[src/rtl/game_timing_pkg.sv]
// rtl/game_timing_pkg.sv - shared state encoding and default timing constants
package game_timing_pkg;

  typedef enum logic [1:0] {
    IDLE   = 2'd0,
    RUN    = 2'd1,
    PAUSED = 2'd2
  } game_state_e;

  localparam int CLK_HZ    = 25_000_000;
  localparam int SEC_DIV   = CLK_HZ;
  localparam int MOVE_BASE = 12_500_000;
  localparam int MOVE_STEP = 2_500_000;
  localparam int MOVE_MIN  = 2_500_000;

endpackage

[src/rtl/tick_prescaler.sv]
// rtl/tick_prescaler.sv - programmable-period counter emitting a registered one-cycle tick
module tick_prescaler #(
  parameter int CNT_W = 25
) (
  input  logic             clk,
  input  logic             rst_n,
  input  logic             clr,
  input  logic             en,
  input  logic [CNT_W-1:0] period,
  output logic             tick,
  output logic             wrap_load
);

  logic [CNT_W-1:0] cnt_q;
  logic             tick_q;
  logic             at_end;

  // Last count of the period; wrap_load tells the owner this edge wraps so it can re-latch the period.
  assign at_end    = (cnt_q == period - CNT_W'(1));
  assign wrap_load = en & ~clr & at_end;
  assign tick      = tick_q;

  // Count only while enabled; holding (en=0) freezes the count and suppresses the tick.
  always_ff @(posedge clk or negedge rst_n) begin
    if (!rst_n) begin
      cnt_q  <= '0;
      tick_q <= 1'b0;
    end else if (clr) begin
      cnt_q  <= '0;
      tick_q <= 1'b0;
    end else if (en) begin
      cnt_q  <= at_end ? '0 : cnt_q + CNT_W'(1);
      tick_q <= at_end;
    end else begin
      tick_q <= 1'b0;
    end
  end

endmodule

[src/rtl/game_tick_generator.sv]
// rtl/game_tick_generator.sv - move/second tick source with run/pause FSM and elapsed-seconds count
module game_tick_generator
  import game_timing_pkg::*;
#(
  parameter int SEC_DIV   = game_timing_pkg::SEC_DIV,
  parameter int MOVE_BASE = game_timing_pkg::MOVE_BASE,
  parameter int MOVE_STEP = game_timing_pkg::MOVE_STEP,
  parameter int MOVE_MIN  = game_timing_pkg::MOVE_MIN,
  parameter int CNT_W     = 25,
  parameter int LEVEL_W   = 2,
  parameter int SEC_MAX   = 999,
  parameter int SEC_W     = 10
) (
  input  logic               clock_25,
  input  logic               reset,
  input  logic               sync_reset,
  input  logic               start,
  input  logic               pause,
  input  logic [LEVEL_W-1:0] level,
  output logic               move_tick,
  output logic               sec_tick,
  output logic [SEC_W-1:0]   elapsed_sec,
  output logic               running
);

  localparam int PW = CNT_W + LEVEL_W;

  game_state_e      state_q;
  logic             running_q;
  logic [CNT_W-1:0] period_q;
  logic [CNT_W-1:0] period_d;
  logic [SEC_W-1:0] elapsed_q;
  logic [PW-1:0]    step_w;
  logic [PW-1:0]    base_w;
  logic [PW-1:0]    min_w;
  logic [PW-1:0]    move_period_w;
  logic             clr;
  logic             run_en;
  logic             idle_exit;
  logic             move_wrap;
  logic             sec_wrap;

  // Clear has priority over pause; counting only happens on edges that stay in RUN.
  assign clr       = sync_reset | ~start;
  assign run_en    = (state_q == RUN) & ~clr & ~pause;
  assign idle_exit = (state_q == IDLE) & ~clr;

  assign step_w = PW'(level) * PW'(MOVE_STEP);
  assign base_w = PW'(MOVE_BASE);
  assign min_w  = PW'(MOVE_MIN);

  // Shorten the move period with level at full width, clamping to the minimum before truncation.
  always_comb begin
    move_period_w = min_w;
    if ((step_w < base_w) && ((base_w - step_w) > min_w)) begin
      move_period_w = base_w - step_w;
    end
  end

  assign period_d = CNT_W'(move_period_w);

  // Run/pause state machine with registered running flag.
  always_ff @(posedge clock_25 or negedge reset) begin
    if (!reset) begin
      state_q   <= IDLE;
      running_q <= 1'b0;
    end else if (clr) begin
      state_q   <= IDLE;
      running_q <= 1'b0;
    end else begin
      case (state_q)
        IDLE, RUN, PAUSED: begin
          state_q   <= pause ? PAUSED : RUN;
          running_q <= ~pause;
        end
        default: begin
          state_q   <= IDLE;
          running_q <= 1'b0;
        end
      endcase
    end
  end

  // Move period only changes at game start or a wrap, so level changes never cut a period short.
  always_ff @(posedge clock_25 or negedge reset) begin
    if (!reset) begin
      period_q <= CNT_W'(MOVE_BASE);
    end else if (sync_reset) begin
      period_q <= CNT_W'(MOVE_BASE);
    end else if (idle_exit | move_wrap) begin
      period_q <= period_d;
    end
  end

  // Elapsed seconds advance with each second wrap and stick at the maximum.
  always_ff @(posedge clock_25 or negedge reset) begin
    if (!reset) begin
      elapsed_q <= '0;
    end else if (clr) begin
      elapsed_q <= '0;
    end else if (sec_wrap && (elapsed_q != SEC_W'(SEC_MAX))) begin
      elapsed_q <= elapsed_q + SEC_W'(1);
    end
  end

  tick_prescaler #(
    .CNT_W(CNT_W)
  ) u_move_prescaler (
    .clk       (clock_25),
    .rst_n     (reset),
    .clr       (clr),
    .en        (run_en),
    .period    (period_q),
    .tick      (move_tick),
    .wrap_load (move_wrap)
  );

  tick_prescaler #(
    .CNT_W(CNT_W)
  ) u_sec_prescaler (
    .clk       (clock_25),
    .rst_n     (reset),
    .clr       (clr),
    .en        (run_en),
    .period    (CNT_W'(SEC_DIV)),
    .tick      (sec_tick),
    .wrap_load (sec_wrap)
  );

  assign elapsed_sec = elapsed_q;
  assign running     = running_q;

endmodule
[config.mk]
export PLATFORM = sky130hd
export DESIGN_NAME = game_tick_generator
export DESIGN_NICKNAME = d
export VERILOG_FILES = /design/src/rtl/game_timing_pkg.sv /design/src/rtl/tick_prescaler.sv /design/src/rtl/game_tick_generator.sv
export SDC_FILE = /design/constraint.sdc
export NUM_CORES = 1
export LEC_CHECK = 0
export ABC_AREA = 1
export CORE_ASPECT_RATIO = 1.25
export CORE_UTILIZATION = 45
export DETAILED_ROUTE_END_ITERATION = 6
export SYNTH_ARGS = -nofsm -noshare
export SYNTH_HDL_FRONTEND = slang
export SYNTH_SLANG_ARGS = --single-unit
export TNS_END_PERCENT = 20
[constraint.sdc]
create_clock -name clock_25 -period 2.4 [get_ports clock_25]
set_input_delay 0.48 -clock clock_25 [delete_from_list [all_inputs] [get_ports clock_25]]
set_output_delay 0.48 -clock clock_25 [all_outputs]
set_load 0.005 [all_outputs]
==> metrics.txt <==
placed instance count 964; async set-reset flop share out of synthesis 1.00; Worst Hold Class primary input to asynchronous set/reset pin; TritonCTS clock tree yes; Tot GR Track Use 0.231; Longest Clk Path Bufs 2; Post-CTS Setup Bufs 0; FF+latch area 2010 um2; minimum clock period 2.22 ns; CTS H-tree depth 3; Worst Skew 0.00504 ns; CP peak stage delay between 0.4 and 0.5 ns; CP max FO 12; unrepaired setup endpoints after global routing true; slowest library cell on the worst path dfrtp_1; Req. time, crit path between 2 and 3 ns; final core occ 0.543; worst setup path category flip-flop to flip-flop; Die W 101 um; via count 5,086; WL per Instance 14.1 um; Ys Warns 0; FF-to-FF path depth 16; CTS clk-pin slew, worst paths around 0.06 ns; Syn-to-layout area delta 15.6%; Final Hold Fails 0; worst path cell trace buf_4 > nor2_4 > nand2_4 > nor2_8 > nand2_2 > clkinv_1 > nand2_1 > nand2_1 > nand2_1 > nor2_2 > nand3_2 > nor2_4 > nand2_4 > nand2_4 > nand2_1 > nand2_1; Met3 Wirelength 273 um; flop-to-flop setup slack 0.18 ns; global placer's final weighted congestion 0.896; status completed; Yosys reg bits 80; RR Startpoint period_q[7]; met2 routed WL 7.30 mm; largest net degree at the start of global routing 52; Routed Antenna Nets 0; I/O pins 20; Hold Buf Count CTS 0; Crit path arrival time 2.49 ns; syn_nets approximately 800; Post-Syn Area per Cell 7.07 um2; reg2reg end period_q[21]; Post-Syn Instances between 700 and 800; Sink Count 80; TritonCTS Buffers 9; Post-synth EDFFs 0; DR pass1 iterations 6; CTS resizes 0; M1 WL 6.00 mm; ANT cells 0; chip height between 100 and 150 um; Multi-input gate area 3120 um2; vias per inst 5.20; Crit path top cell by count nand2_1; layout cells sized above 1 0.108; Starting Density 0.470; fin. max-slew vios 0; input/output buffers 19; drt initial violations roughly 210; Netlist Area Pre-Place roughly 5500 um2; std cell rows 44; vias in the first global route between 5,000 and 6,000; predominant post-synthesis flop cell dfrtp_1; Crit. End Element flip-flop; Routed Wire Length 13.8 mm; DRC viols 0; final setup vio count 0; CTS root buf clkbuf_16; Worst Tran Pin Value 0.406 ns; Max rail drop VDD 0.357 mV; post-detail-place hpwl 10.3 mm; Synth cell types 44; Fmax achieved ~0.45 GHz; Tcrit/Tclk final 0.923; Nets 831; non-filler cells, final 979; worst skew pair latency 0.34 ns; core area ~12,000 um2; Pwr Total approximately 3400 uW; initial antenna violation count 0; Congestion Overflow GR 0; die area about 13,000 um2; sequential area share after synthesis 0.364; Fillers 1,196; uppermost layer routed met4; first-pass GRT wire length 23.2 mm; maxcap violations 0; P_leak 0.00293 uW; worst relative slew slack 0.727; Worst setup SP type flip-flop; pwr dens 527 nW/um2
-- kinds of logic (layout without fill, tap and decap cells) --
| logic type | Yosys count | in the layout | synth area share |
|---|---|---|---|
| buffers and inverters | 105 | 141 | 0.0776 |
| XOR/XNOR | 55 | 55 | 0.0871 |
| adder cells (fa/ha/maj) | 10 | 10 | 0.0226 |
| AND/OR/NAND/NOR | 470 | 470 | 0.382 |
| AO/OA/AOI/OAI | 61 | 61 | 0.0645 |
| multiplexers | 1 | 1 | 0.00181 |
| flip-flops | 80 | 80 | 0.364 |
-- sequential cells by signal (all words and copies together) (netlist names) --
name / flops
running: 1
u_sec_prescaler.tick: 1
elapsed_sec: 10
u_move_prescaler.cnt_q: 25
state_q: 1
u_move_prescaler.tick: 1
u_sec_prescaler.cnt_q: 25
period_q: 16
-- cells in the mapped netlist, drive strengths merged (2+ instances only) --
cell / number / area (um2)
a21oi: 6 / 30.0
nor3b: 3 / 22.5
dfrtp: 70 / 1750
nand4: 17 / 113
o22ai: 5 / 31.3
a31o: 2 / 17.5
or2: 2 / 12.5
xor2: 39 / 342
a211oi: 2 / 15.0
clkbuf: 9 / 33.8
nor2: 102 / 442
nand2: 234 / 913
nor3: 20 / 100
nor4: 7 / 50.1
nand3: 73 / 375
o31ai: 8 / 60.1
dfstp: 10 / 263
inv: 81 / 304
xnor2: 16 / 140
and3: 2 / 12.5
o21ai: 35 / 179
nand3b: 9 / 67.6
buf: 14 / 87.6
ha: 10 / 125
-- critical path: cells and delay by family, from the launching register on --
family	cells	cell delay, ns
buffers and inverters	2	0.24
DFF	1	0.42
and+or+nand+nor	14	1.49
-- cell usage in the layout, fill, tap and decap left out, types with 4 or more instances in the layout --
master             n
a21oi_1            6
buf_12             4
buf_4             20
clkbuf_16          9
clkdlybuf4s50_1   18
dfrtp_1           70
dfstp_2           10
ha_1               9
inv_1             76
inv_2              5
nand2_1          224
nand2_2            7
nand3_1           71
nand3b_1           9
nand4_1           16
nor2_1            90
nor2_2             6
nor2_4             5
nor3_1            20
nor4_1             6
o21ai_0           23
o21ai_1           11
o22ai_1            5
o31ai_1            8
xnor2_1           16
xor2_1            39
-- area by class of cell --
cell class              instances  area share
inverters                      82      0.0482
flip-flops and latches         80       0.315
clock buffers                  10      0.0374
well taps                     161      0.0315
clock inverters                 5      0.0127
multi-input cells             597       0.487
repair buffers                 44      0.0677
-- layer usage --
| metal | GRT usage | up-vias |
|---|---|---|
| met5 | 0 | - |
| met4 | 0.0708 | 0 |
| met3 | 0.0322 | 18 |
| met2 | 0.432 | 68 |
| met1 | 0.267 | 2425 |
| li1 | - | 2575 |
-- power by group --
group / switching, uW / internal, uW
Combinational: 277 / 161
Clock: 557 / 934
Sequential: 44.0 / 1390
Total: 879 / 2490
-- worst max-delay path by stage --
stage                     cells after the start                        end         start  slack (ns)
after floorplan                              17               period_q[22]  period_q[17]        0.18
final                                        16               period_q[21]   period_q[7]        0.18
after global routing                         17               period_q[21]  period_q[17]       -0.08
after global placement                       10  u_sec_prescaler.cnt_q[14]    sync_reset        0.11
after detailed placement                      8             elapsed_sec[4]    sync_reset        0.03
after CTS                                    15                period_q[6]  period_q[17]        0.06
-- per-stage QoR --
stage / worst slack, ns / TNS (ns) / instance area (um2) / hold slack, ns
CTS: 0.0627 / 0 / 6360 / 0.0842
finish: 0.185 / 0 / 6390 / 0.0734
detailed placement: 0.0261 / 0 / 6040 / 0.444
global route: -0.0762 / -0.669 / 6390 / 0.102
global placement: 0.111 / 0 / 6040 / 0.438
floorplan: 0.180 / 0 / 5530 / 0.184
No activity file was read; power rests on OpenSTA's default activity.
